`config.mk`:
```
export PLATFORM = sky130hd
export DESIGN_NAME = game_screen_ctrl
export DESIGN_NICKNAME = d
export VERILOG_FILES = /design/src/rtl/game_screen_ctrl.sv
export SDC_FILE = /design/constraint.sdc
export NUM_CORES = 1
export LEC_CHECK = 0
export ABC_AREA = 1
export CAP_MARGIN = 20
export CORE_MARGIN = 5
export CORE_UTILIZATION = 55
export DETAILED_ROUTE_END_ITERATION = 10
export PLACE_DENSITY = 0.8
export SYNTH_ARGS = -nofsm -noshare
export SYNTH_HDL_FRONTEND = slang
export SYNTH_SLANG_ARGS = --single-unit
```
`constraint.sdc`:
```
create_clock -name clk -period 2.09 [get_ports clk]
set_input_delay 0.209 -clock clk [delete_from_list [all_inputs] [get_ports clk]]
set_output_delay 0.209 -clock clk [all_outputs]
set_load 0.01 [all_outputs]
```
`src/rtl/game_screen_ctrl.sv`:
```
`default_nettype none
// ============================================================================
//  Module   : game_screen_ctrl
//  Brief    : Snake-game screen sequencer. Play/fail state machine, elapsed
//             seconds timer, score freeze with serial double-dabble BCD
//             conversion, and game/fail pixel selection for the VGA driver.
//             Optional pause feature enabled by defining SCREEN_PAUSE_EN.
//  Revision : 1.0 - initial release
// ============================================================================
module game_screen_ctrl #(
  parameter int CLK_FREQ    = 25_000_000,
  parameter int FAIL_HOLD_S = 3,
  parameter int SEC_MAX     = 999
) (
  input  logic        clk,
  input  logic        rstn,
  input  logic        start,
  input  logic        collide,
  input  logic [10:0] length,
  input  logic [15:0] pixel_game,
  input  logic [15:0] pixel_fail,
`ifdef SCREEN_PAUSE_EN
  input  logic        pause,
`endif
  output logic [15:0] pixel_data,
  output logic        game_run,
  output logic        game_rst,
  output logic [9:0]  second,
  output logic [11:0] bcd_sec,
  output logic [7:0]  bcd_len,
  output logic        bcd_valid
);

  localparam int                TICK_W    = (CLK_FREQ > 1) ? $clog2(CLK_FREQ) : 1;
  localparam int                HOLD_W    = $clog2(FAIL_HOLD_S + 2);
  localparam logic [TICK_W-1:0] TICK_LAST = TICK_W'(CLK_FREQ - 1);
  localparam logic [HOLD_W-1:0] HOLD_LAST = HOLD_W'(FAIL_HOLD_S);
  localparam logic [9:0]        SEC_SAT   = 10'(SEC_MAX);

`ifdef SCREEN_PAUSE_EN
  typedef enum logic [2:0] {
    S_IDLE = 3'd0, S_PLAY = 3'd1, S_CONV = 3'd2, S_FAIL = 3'd3, S_PAUSE = 3'd4
  } state_t;
`else
  typedef enum logic [1:0] {
    S_IDLE = 2'd0, S_PLAY = 2'd1, S_CONV = 2'd2, S_FAIL = 2'd3
  } state_t;
`endif

  state_t              state_q, state_d;
  logic [TICK_W-1:0]   tick_q, tick_d;
  logic [HOLD_W-1:0]   hold_q, hold_d;
  logic [9:0]          second_q, second_d;
  logic [3:0]          iter_q, iter_d;
  // Shift registers laid out as {hundreds, tens, ones, binary[9:0]}
  logic [21:0]         sec_sr_q, sec_sr_d;
  logic [21:0]         len_sr_q, len_sr_d;
  logic [11:0]         bcd_sec_q, bcd_sec_d;
  logic [7:0]          bcd_len_q, bcd_len_d;
  logic                valid_q, valid_d;
  logic                run_q, run_d;
  logic                grst_q, grst_d;
  logic [15:0]         pix_q, pix_d;

  logic                w_tick_wrap;
  logic                w_hold_done;
  logic                w_start_game;
  logic [9:0]          w_len_clip;
  logic [21:0]         w_sec_step;
  logic [21:0]         w_len_step;

  // One double-dabble iteration: correct every BCD digit >= 5, then shift left
  function automatic logic [21:0] dd_step(input logic [21:0] v);
    logic [21:0] t;
    t = v;
    for (int i = 0; i < 3; i++) begin
      if (t[10+4*i +: 4] >= 4'd5) t[10+4*i +: 4] = t[10+4*i +: 4] + 4'd3;
    end
    return {t[20:0], 1'b0};
  endfunction

  assign w_tick_wrap = (tick_q == TICK_LAST);
  // Restart is allowed on the edge where the last required second completes
  assign w_hold_done = (hold_q >= HOLD_LAST) ||
                       (w_tick_wrap && ((hold_q + HOLD_W'(1)) >= HOLD_LAST));
  assign w_len_clip  = (length > 11'd99) ? 10'd99 : length[9:0];
  assign w_sec_step  = dd_step(sec_sr_q);
  assign w_len_step  = dd_step(len_sr_q);

  // Next-state, counter and conversion logic
  always_comb begin
    state_d      = state_q;
    tick_d       = tick_q;
    hold_d       = hold_q;
    second_d     = second_q;
    iter_d       = iter_q;
    sec_sr_d     = sec_sr_q;
    len_sr_d     = len_sr_q;
    bcd_sec_d    = bcd_sec_q;
    bcd_len_d    = bcd_len_q;
    valid_d      = valid_q;
    grst_d       = 1'b0;
    w_start_game = 1'b0;

    case (state_q)
      S_IDLE: begin
        if (start) w_start_game = 1'b1;
      end
      S_PLAY: begin
        if (collide) begin
          // Freeze the score; a tick landing on this edge is dropped
          state_d  = S_CONV;
          iter_d   = 4'd0;
          sec_sr_d = {12'd0, second_q};
          len_sr_d = {12'd0, w_len_clip};
`ifdef SCREEN_PAUSE_EN
        end else if (pause) begin
          state_d = S_PAUSE;
`endif
        end else begin
          tick_d = w_tick_wrap ? '0 : tick_q + TICK_W'(1);
          if (w_tick_wrap && (second_q < SEC_SAT)) second_d = second_q + 10'd1;
        end
      end
      S_CONV: begin
        sec_sr_d = w_sec_step;
        len_sr_d = w_len_step;
        iter_d   = iter_q + 4'd1;
        if (iter_q == 4'd9) begin
          bcd_sec_d = w_sec_step[21:10];
          bcd_len_d = w_len_step[17:10];
          valid_d   = 1'b1;
          state_d   = S_FAIL;
          tick_d    = '0;
          hold_d    = '0;
        end
      end
      S_FAIL: begin
        tick_d = w_tick_wrap ? '0 : tick_q + TICK_W'(1);
        if (w_tick_wrap && (hold_q < HOLD_LAST)) hold_d = hold_q + HOLD_W'(1);
        if (start && w_hold_done) w_start_game = 1'b1;
      end
`ifdef SCREEN_PAUSE_EN
      S_PAUSE: begin
        if (pause) state_d = S_PLAY;
      end
`endif
      default: state_d = S_IDLE;
    endcase

    if (w_start_game) begin
      state_d  = S_PLAY;
      tick_d   = '0;
      second_d = 10'd0;
      valid_d  = 1'b0;
      grst_d   = 1'b1;
    end
  end

  assign run_d = (state_d == S_PLAY);
  assign pix_d = (state_q == S_FAIL) ? pixel_fail : pixel_game;

  // State and datapath registers
  always_ff @(posedge clk or negedge rstn) begin
    if (!rstn) begin
      state_q   <= S_IDLE;
      tick_q    <= '0;
      hold_q    <= '0;
      second_q  <= 10'd0;
      iter_q    <= 4'd0;
      sec_sr_q  <= 22'd0;
      len_sr_q  <= 22'd0;
      bcd_sec_q <= 12'd0;
      bcd_len_q <= 8'd0;
      valid_q   <= 1'b0;
      run_q     <= 1'b0;
      grst_q    <= 1'b0;
      pix_q     <= 16'h0000;
    end else begin
      state_q   <= state_d;
      tick_q    <= tick_d;
      hold_q    <= hold_d;
      second_q  <= second_d;
      iter_q    <= iter_d;
      sec_sr_q  <= sec_sr_d;
      len_sr_q  <= len_sr_d;
      bcd_sec_q <= bcd_sec_d;
      bcd_len_q <= bcd_len_d;
      valid_q   <= valid_d;
      run_q     <= run_d;
      grst_q    <= grst_d;
      pix_q     <= pix_d;
    end
  end

  assign pixel_data = pix_q;
  assign game_run   = run_q;
  assign game_rst   = grst_q;
  assign second     = second_q;
  assign bcd_sec    = bcd_sec_q;
  assign bcd_len    = bcd_len_q;
  assign bcd_valid  = valid_q;

endmodule
`default_nettype wire
```
==> results.ini, run 1 <==
[layout]
antennaDiodeCount = 0
layout_common_cells = nand2_1, dfrtp_1, clkdlybuf4s50_1, nor2_1, inv_1
final_common_cell = nand2_1
syn_to_final_growth_pct = 30.05
drive_above_1_share_pct = 12.28
nets = 1041

[critical_path]
crit_arrival_ps = 2310
path_class = reg -> reg
end_kind = flip-flop
start_kind = flip-flop
r2r_setup_slack_ps = 90
r2r_start = tick_q[0]
path_max_fanout = 7
worst-r2r-cell-count = 13
timing.rr.end = tick_q[10]
critPathRequiredTime_ps = 2400

[logic_synthesis]
syn-num-nets = 922
synthTopCellsByArea = dfrtp_1, nand2_1, nor2_1, nand3_1, inv_1
synth_edf_count = 0
synth_flop_cell = dfrtp_1
yosys.area.top_type = dfrtp_1
synth_warnings = 0
synthCells = 853
synth_top_cell_area_share_pct = 45.85
synthesis.area_um2 = 6713
ys_async_sr_fraction_pct = 100.0
ys_types = 36
synth.avg_cell_area_um2 = 7.870
ys_seq_area_share_pct = 45.85
ys_seq_elements = 123

[detailed_routing]
dr_wl_met2_um = 8072
vias_per_cell = 5.368
wl_per_cell_um = 14.35
antenna_left = 0
drc = 0
met1_length_um = 6979
wl_um = 16240
top_layer = met4
wl_met3_um = 918
drt_iter0_markers = 525
num_vias = 6077
first_pass_iters = 5

[floorplan]
initial_core_util_pct = 55.89
die_h_um = 120.5
design.die.area_um2 = 14510
die_x_um = 120.5
io_pins = 96
core_um2 = 12010
rows = 40

[timing]
period_minus_slack_ps = 2001
clock.fmax_mhz = 499.8
fin_worst_skew_ps = 5.383
setup_viol = 0
relSlewSlack_pct = 69.73
hold_viol = 0
worst_pin_slew_ps = 454.1
drv_slew = 0
post-route-period-util_pct = 95.74
holdWs_ps = 263.7
rsz0062_at_grt = false
fin_tns_setup_ps = 0

[pwr]
power.internal_uw = 4163
swShare_pct = 22.97
powerDensity_nw_per_um2 = 619.1
total_leakage_power_uw = 0.003959
ir_drop_v = 0.0004314
switching_power_uw = 1241
clockPowerShare_pct = 51.8
combPwrFrac_pct = 3.8
seqPwrFrac_pct = 44.4

[place]
dpl.hpwl_um = 10870
place.gp.congestion = 0.9316
io_buffers = 95

[clocking]
cts_tree = built
numCtsBuffers = 17
insertion_delay_ps = 420
cts_sinks = 123
clockBufferDepth = 2
cts-htree-levels = 4
clk_pin_slew_worst_paths_ps = 60
clock-root-buffer = clkbuf_16

[global_route]
grt_pass1_wl_um = 26760
grt_pass1_vias = 5764
antenna_found_initial = 0
grt_use_total_pct = 22.60
grt_max_degree = 60
grt-ovfl-total = 0

[min_path]
hold_path_class = in -> async

[outcome]
status = finished, final reports clean

[run]
maxCapViolations = 0

-- worst max-delay path, stage by stage (launching register included) --
cell and delay, ps:
dfrtp_1 400, ha_4 170, nand2_2 90, nor2_8 190
nand2_4 70, nor2_4 150, nand3_1 90, nand2_1 70
nand2_1 60, nand2_2 130, nand2_4 130, clkbuf_16 210
nand3_1 70, nand2_1 60
-- power groups by stage --
stage / logic [uW] / registers (uW) / clock network (uW)
2_1_floorplan: 17.8 / 2450 / 0
5_1_grt: 225 / 2400 / 2950
6_report: 203 / 2400 / 2800
4_1_cts: 207 / 2400 / 2830
3_3_place_gp: 203 / 2440 / 0
3_5_place_dp: 205 / 2440 / 0
-- flip-flops by register name (all words and copies together) (netlist names), 2 cells and up --
name        flops
sec_sr_q       22
second         10
state_q         2
bcd_sec        12
hold_q          3
pixel_data     16
bcd_len         8
len_sr_q       18
tick_q         25
iter_q          4
-- routing by layer --
layer  vias up  GRT usage (%)
met5         -              0
met4         0          7.011
met3        26          5.987
met2       175          37.23
met1      2869          29.27
li1       3007              -
-- synthesized netlist by cell type (2+ instances only) --
| master | instances |
|---|---|
| nand2_1 | 230 |
| dfrtp_1 | 123 |
| nor2_1 | 93 |
| inv_1 | 88 |
| nand3_1 | 67 |
| o21ai_0 | 61 |
| nand3_2 | 26 |
| clkbuf_1 | 25 |
| o22ai_1 | 24 |
| ha_1 | 22 |
| xor2_1 | 17 |
| a21oi_1 | 10 |
| o211ai_1 | 10 |
| nor3_1 | 7 |
| nand4_1 | 6 |
| a31oi_1 | 5 |
| or2_2 | 5 |
| buf_6 | 4 |
| inv_2 | 4 |
| a211oi_1 | 3 |
| buf_2 | 3 |
| xnor2_1 | 3 |
| nand2_2 | 2 |
| o21ai_1 | 2 |
| o21bai_1 | 2 |
-- metrics by stage --
stage               power (uW)  util (%)  setup WS [ps]  area [um2]  std cells
floorplan                 2472         -          258.6        6713        853
finish                    5404     72.68          89.06        8730       1132
CTS                       5442     70.99          120.3        8527       1121
detailed placement        2650     66.16          145.9        7946       1088
global route              5583     72.68          8.498        8730       1132
global placement          2647     66.16          206.8        7946       1088
-- area by class of cell --
type                            count  area [um2]
Fill cell                         908        3282
Tap cell                          147       183.9
Clock inverter                     15       145.1
Multi-Input combinational cell    606        3194
Inverter                           92       345.3
Sequential cell                   123        3079
Timing Repair Buffer              132        1356
Clock buffer                       17       425.4
-- kinds of logic after synthesis --
family	share of synthesized area [%]
xor gates and xnor gates	2.610
adders and majority gates	4.101
DFF	45.85
buffers and inverters	7.493
AOI/OAI and AO/OA	10.05
and+or+nand+nor	29.90
-- how the worst max path moves through the flow --
| stage | endpoint | cells after the start | slack (ps) | startpoint |
|---|---|---|---|---|
| after floorplan | tick_q[10] | 10 | 260 | state_q[0] |
| after global placement | tick_q[0] | 13 | 210 | hold_q[0] |
| after detailed placement | tick_q[14] | 13 | 150 | hold_q[0] |
| after CTS | tick_q[9] | 13 | 120 | hold_q[0] |
| after global routing | tick_q[21] | 13 | 8 | tick_q[0] |
| final | tick_q[10] | 13 | 90 | tick_q[0] |
-- what timing repair did --
action	CTS	global route
setup buffers	0	4
resized for setup	0	11
endpoints found under the setup margin	0	31
hold buffers	1	0
endpoints found under the hold margin	29	0
No activity file was read; power rests on OpenSTA's default activity.
==> run 2, diff against run 1 <==
CORE_ASPECT_RATIO = 0.6   (was not set)
CORE_UTILIZATION = 35   (was 55)
CTS_CLUSTER_DIAMETER = 200   (was not set)
PLACE_DENSITY = not set   (was 0.8)
==> results.ini, run 2 (synthesized netlist as in run 1, its figures left out) <==
[timing]
rsz0062_at_grt = false  ; unchanged
period_minus_slack_ps = 1979  ; was 2001 ps
post-route-period-util_pct = 94.68  ; was 95.74%
relSlewSlack_pct = 61.50  ; was 69.73%
worst_pin_slew_ps = 577.5  ; was 454.1 ps
setup_viol = 0  ; unchanged
fin_tns_setup_ps = 0  ; unchanged
clock.fmax_mhz = 505.3  ; was 499.8 MHz
hold_viol = 0  ; unchanged
drv_slew = 0  ; unchanged
fin_worst_skew_ps = 7.689  ; was 5.383 ps
worst_slack_ps = 111.1  ; was 89.06 ps

[layout]
syn_to_final_growth_pct = 32.00  ; was 30.05%
fin_area_um2 = 8861  ; was 8730 um2
layout_common_cells = nand2_1, dfrtp_1, clkdlybuf4s50_1, nor2_1, inv_1  ; unchanged
antennaDiodeCount = 0  ; unchanged
final_common_cell = nand2_1  ; unchanged
largest_reg_flops = 25  ; unchanged
drive_above_1_share_pct = 11.42  ; was 12.28%
largest_register = tick_q  ; unchanged
nets = 1038  ; was 1,041
reg_top3 = tick_q x25, sec_sr_q x22, len_sr_q x18  ; unchanged
final_util_pct = 46.80  ; was 72.68%

[floorplan]
design.die.area_um2 = 22140  ; was 14,510 um2
core_um2 = 18930  ; was 12,010 um2
die_x_um = 188.8  ; was 120.5 um
io_pins = 96  ; unchanged
rows = 39  ; was 40
initial_core_util_pct = 35.45  ; was 55.89%
die_h_um = 117.3  ; was 120.5 um

[global_route]
antenna_found_initial = 0  ; unchanged
grt_use_total_pct = 16.09  ; was 22.60%
grt-ovfl-total = 0  ; unchanged
grt_pass1_wl_um = 28790  ; was 26,760 um
grt_max_degree = 54  ; was 60
grt_pass1_vias = 5452  ; was 5,764

[place]
dpl-instance-area_um2 = 8165  ; was 7946 um2
pre_cts_ws_ps = 113.1  ; was 145.9 ps
dpl.hpwl_um = 12890  ; was 10,870 um
io_buffers = 95  ; unchanged
place.gp.congestion = 0.9250  ; was 0.9316

[critical_path]
start_kind = flip-flop  ; unchanged
end_kind = flip-flop  ; unchanged
r2r_setup_slack_ps = 110  ; was 90 ps
crit_slowest_cell = dfrtp_1  ; unchanged
crit_family = simple AND/OR/NAND/NOR gates  ; unchanged
cpPeakStageDelay_ps = 430  ; was 400 ps
path_class = reg -> reg  ; unchanged
path_buf_inv = 2  ; was 1
crit_arrival_ps = 2270  ; was 2310 ps
worst_path_most_repeated_cell = nand2_1  ; unchanged
crit_chain = ha_2 > ha_1 > inv_1 > nor2_1 > o21ai_1 > nand3_1 > nand2_1 > nand2_1 > nand2_2 > nand2_4 > buf_12 > nand3_1 > nand2_1  ; was ha_4 > nand2_2 > nor2_8 > nand2_4 > nor2_4 > nand3_1 > nand2_1 > nand2_1 > nand2_2 > nand2_4 > clkbuf_16 > nand3_1 > nand2_1
path_max_fanout = 28  ; was 7
critPathRequiredTime_ps = 2380  ; was 2400 ps

[clocking]
cts_tree = built  ; unchanged
clock-root-buffer = clkbuf_16  ; unchanged
numCtsBuffers = 17  ; unchanged
cts_sinks = 123  ; unchanged
clockBufferDepth = 2  ; unchanged
cts-htree-levels = 4  ; unchanged
insertion_delay_ps = 410  ; was 420 ps
clk_pin_slew_worst_paths_ps = 60  ; about the same

[min_path]
hold_path_class = in -> reg  ; was in -> async

[detailed_routing]
wl_per_cell_um = 14.42  ; was 14.35 um
wl_um = 17700  ; was 16,240 um
first_pass_iters = 4  ; was 5
num_vias = 5886  ; was 6,077
drt_iter0_markers = 529  ; was 525
vias_per_cell = 4.797  ; was 5.368
drc = 0  ; unchanged
antenna_left = 0  ; unchanged

[pwr]
total_leakage_power_uw = 0.004004  ; was 0.003959 uW
ir_drop_v = 0.0005795  ; was 0.0004314 V
powerDensity_nw_per_um2 = 654.4  ; was 619.1 nW/um2

[outcome]
status = finished, final reports clean  ; unchanged

[run]
maxCapViolations = 0  ; unchanged

## run 2: per-layer routing
layer	GRT usage (%)	wire, um
met4	3.493	111
met1	25.60	9897
met5	0	0
met2	21.35	6562
met3	4.416	1124
## run 2: final cells by class
| class | count | area (um2) |
|---|---|---|
| Fill cell | 1842 | 10070 |
| Multi-Input combinational cell | 605 | 3164 |
| Sequential cell | 123 | 3078 |
| Timing Repair Buffer | 130 | 1335 |
| Clock buffer | 18 | 439.2 |
| Inverter | 92 | 345.3 |
| Tap cell | 246 | 307.8 |
| Clock inverter | 13 | 191.4 |
## run 2: final timing paths
check	start	endpoint	depth (start not counted)
max in group asynchronous	rstn	pixel_data[15]	3
min in group asynchronous	rstn	bcd_len[6]	2
hold / removal	pixel_fail[1]	pixel_data[1]	3
setup reg to reg	hold_q[0]	tick_q[8]	13
hold reg to reg	bcd_sec[1]	bcd_sec[1]	2
setup / recovery	hold_q[0]	tick_q[8]	13
## run 2: worst register-to-register path: stages (launching register included)
cell	delay (ps)
dfrtp_1	430
ha_2	200
ha_1	270
inv_1	70
nor2_1	40
o21ai_1	110
nand3_1	100
nand2_1	60
nand2_1	60
nand2_2	80
nand2_4	110
buf_12	200
nand3_1	90
nand2_1	50
## run 2: timing repair
action / 4_1_cts / 5_1_grt
endpoints found under the hold margin: 37 / 0
setup endpoints to repair: 0 / 22
hold buffers: 1 / 0
setup buffers: 0 / 0
resized for setup: 0 / 5
## run 2: stage by stage
stage          hold WS [ps]  power [uW]  std cells
2_1_floorplan        -86.59        2472        853
3_3_place_gp          256.6        2660       1193
3_5_place_dp          245.0        2659       1193
4_1_cts               318.9        5870       1225
5_1_grt               329.6        6012       1227
6_report              333.2        5799       1227
## run 2: report_power, final
| group | internal [uW] | switching (uW) |
|---|---|---|
| registers | 2400 | 3.83 |
| clock network | 2040 | 1150 |
| logic | 121 | 90.8 |
| total | 4550 | 1240 |
==> run 3, diff against run 2 <==
CORE_UTILIZATION = 45   (was 35)
PLACE_DENSITY = 0.68   (was not set)
==> results.ini, run 3 (synthesized netlist as in run 1, its figures left out) <==
[critical_path]
path_class = reg -> reg  ; unchanged
path_buf_inv = 2  ; unchanged
start_kind = flip-flop  ; unchanged
crit_chain = ha_2 > ha_4 > inv_4 > nor2_2 > o21ai_1 > nand3_1 > nand2_1 > nand2_1 > nand2_2 > nand2_8 > buf_12 > nand3_1 > nand2_1  ; was ha_2 > ha_1 > inv_1 > nor2_1 > o21ai_1 > nand3_1 > nand2_1 > nand2_1 > nand2_2 > nand2_4 > buf_12 > nand3_1 > nand2_1
critPathRequiredTime_ps = 2390  ; was 2380 ps
worst_path_most_repeated_cell = nand2_1  ; unchanged
r2r_setup_slack_ps = 130  ; was 110 ps
crit_arrival_ps = 2270  ; about the same
r2r_start = hold_q[1]  ; was hold_q[0]
timing.rr.end = tick_q[3]  ; was tick_q[8]
end_kind = flip-flop  ; unchanged
crit_family = simple AND/OR/NAND/NOR gates  ; unchanged
crit_slowest_cell = dfrtp_1  ; unchanged
worst-r2r-cell-count = 13  ; unchanged
cpPeakStageDelay_ps = 410  ; was 430 ps
path_max_fanout = 11  ; was 28

[pwr]
powerDensity_nw_per_um2 = 660.2  ; was 654.4 nW/um2
power.internal_uw = 4711  ; was 4555 uW
finalPower_uw = 5936  ; was 5799 uW
combPwrFrac_pct = 3.5  ; was 3.6%
total_leakage_power_uw = 0.004084  ; was 0.004004 uW
ir_drop_v = 0.0004568  ; was 0.0005795 V
swShare_pct = 20.63  ; was 21.45%
switching_power_uw = 1224  ; was 1244 uW
clockPowerShare_pct = 56.1  ; was 55.0%
seqPwrFrac_pct = 40.5  ; was 41.4%

[timing]
clock.fmax_mhz = 509.7  ; was 505.3 MHz
fin_worst_skew_ps = 10.88  ; was 7.689 ps
holdWs_ps = 228.1  ; was 333.2 ps
hold_viol = 0  ; unchanged
relSlewSlack_pct = 65.77  ; was 61.50%
worst_pin_slew_ps = 513.4  ; was 577.5 ps
setup_viol = 0  ; unchanged
worst_slack_ps = 128.2  ; was 111.1 ps
period_minus_slack_ps = 1962  ; was 1979 ps
drv_slew = 0  ; unchanged
post-route-period-util_pct = 93.87  ; was 94.68%

[outcome]
status = finished, final reports clean  ; unchanged

[clocking]
numCtsBuffers = 17  ; unchanged
insertion_delay_ps = 420  ; was 410 ps
clk_pin_slew_worst_paths_ps = 60  ; about the same
cts-htree-levels = 4  ; unchanged
clockBufferDepth = 2  ; unchanged
clock-root-buffer = clkbuf_16  ; unchanged
cts_sinks = 123  ; unchanged
cts_tree = built  ; unchanged

[detailed_routing]
num_vias = 6101  ; was 5,886
wl_um = 17380  ; was 17,700 um
wl_per_cell_um = 14.53  ; was 14.42 um
first_pass_iters = 7  ; was 4
drc = 0  ; unchanged
vias_per_cell = 5.101  ; was 4.797
antenna_left = 0  ; unchanged
drt_iter0_markers = 544  ; was 529

[layout]
largest_register = tick_q  ; unchanged
largest_reg_flops = 25  ; unchanged
drive_above_1_share_pct = 13.23  ; was 11.42%
final_common_cell = nand2_1  ; unchanged
nets = 1054  ; was 1,038
layout_common_cells = nand2_1, dfrtp_1, clkdlybuf4s50_1, nor2_1, inv_1  ; unchanged
reg_top3 = tick_q x25, sec_sr_q x22, len_sr_q x18  ; unchanged
syn_to_final_growth_pct = 33.92  ; was 32.00%
antennaDiodeCount = 0  ; unchanged
fin_area_um2 = 8990  ; was 8861 um2

[global_route]
grt_pass1_vias = 5436  ; was 5,452
grt-ovfl-total = 0  ; unchanged
grt_max_degree = 64  ; was 54
grt_pass1_wl_um = 27770  ; was 28,790 um
antenna_found_initial = 1  ; was 0
grt_use_total_pct = 19.31  ; was 16.09%

[floorplan]
die_x_um = 167.7  ; was 188.8 um
initial_core_util_pct = 46.14  ; was 35.45%
io_pins = 96  ; unchanged
rows = 34  ; was 39
die_h_um = 104.6  ; was 117.3 um
core_um2 = 14550  ; was 18,930 um2
design.die.area_um2 = 17540  ; was 22,140 um2

[place]
dpl.hpwl_um = 11740  ; was 12,890 um
pre_cts_ws_ps = 60.73  ; was 113.1 ps
place.gp.congestion = 0.9378  ; was 0.9250
dpl-instance-area_um2 = 8140  ; was 8165 um2
io_buffers = 95  ; unchanged

[min_path]
hold_path_class = in -> async  ; was in -> reg

[run]
maxCapViolations = 0  ; unchanged

==> run 3: changes by cell type in the layout (fill, tap and decap cells not counted), sizes merged <==
cell      before  now
buf           34   47
bufinv         4    5
clkbuf        19   23
clkinv         6    4
clkinvlp       0    1
inv           95   94
nand2        233  234
==> run 3: worst max-delay path by stage <==
stage / cells after the start / endpoint / startpoint / slack, ps
2_1_floorplan: 10 / tick_q[10] / state_q[0] / 260
3_3_place_gp: 13 / tick_q[16] / hold_q[0] / 120
3_5_place_dp: 13 / tick_q[16] / hold_q[0] / 60
4_1_cts: 13 / tick_q[16] / hold_q[0] / 30
5_1_grt: 13 / tick_q[12] / hold_q[0] / -20
6_report: 13 / tick_q[3] / hold_q[1] / 130
==> run 3: layout make-up <==
class | count | area (um2)
Clock inverter | 12 | 210.2
Timing Repair Buffer | 145 | 1461
Tap cell | 198 | 247.7
Sequential cell | 123 | 3078
Multi-Input combinational cell | 606 | 3188
Inverter | 92 | 347.8
Clock buffer | 20 | 456.7
Fill cell | 1311 | 5559
==> run 3: power groups by stage <==
stage | sequential [uW] | combinational (uW) | clock (uW)
2_1_floorplan | 2450 | 17.8 | 0
3_3_place_gp | 2440 | 208 | 0
3_5_place_dp | 2440 | 209 | 0
4_1_cts | 2400 | 211 | 3370
5_1_grt | 2400 | 228 | 3480
6_report | 2400 | 206 | 3330
==> run 3: stage by stage <==
step | TNS [ps] | instances | util [%]
global placement | 0 | 1153 | 55.95
global route | -92.81 | 1196 | 61.79
CTS | 0 | 1186 | 60.60
floorplan | 0 | 853 | -
finish | 0 | 1196 | 61.79
detailed placement | 0 | 1153 | 55.95
==> run 3: metal layers <==
| metal | part of all wire, % | up-vias | track usage [%] |
|---|---|---|---|
| met1 | 50 | 2813 | 30.45 |
| met5 | 0.063 | - | 0 |
| met3 | 9.3 | 22 | 6.415 |
| met4 | 1.0 | 2 | 4.574 |
| li1 | - | 3041 | - |
| met2 | 40 | 223 | 25.27 |
==> run 3: repair_timing <==
action                     4_1_cts  5_1_grt
setup endpoints to repair        0       37
gates resized for setup          0       10
setup buffers                    0        4
hold buffers                     1        0
hold endpoints to repair        19        0
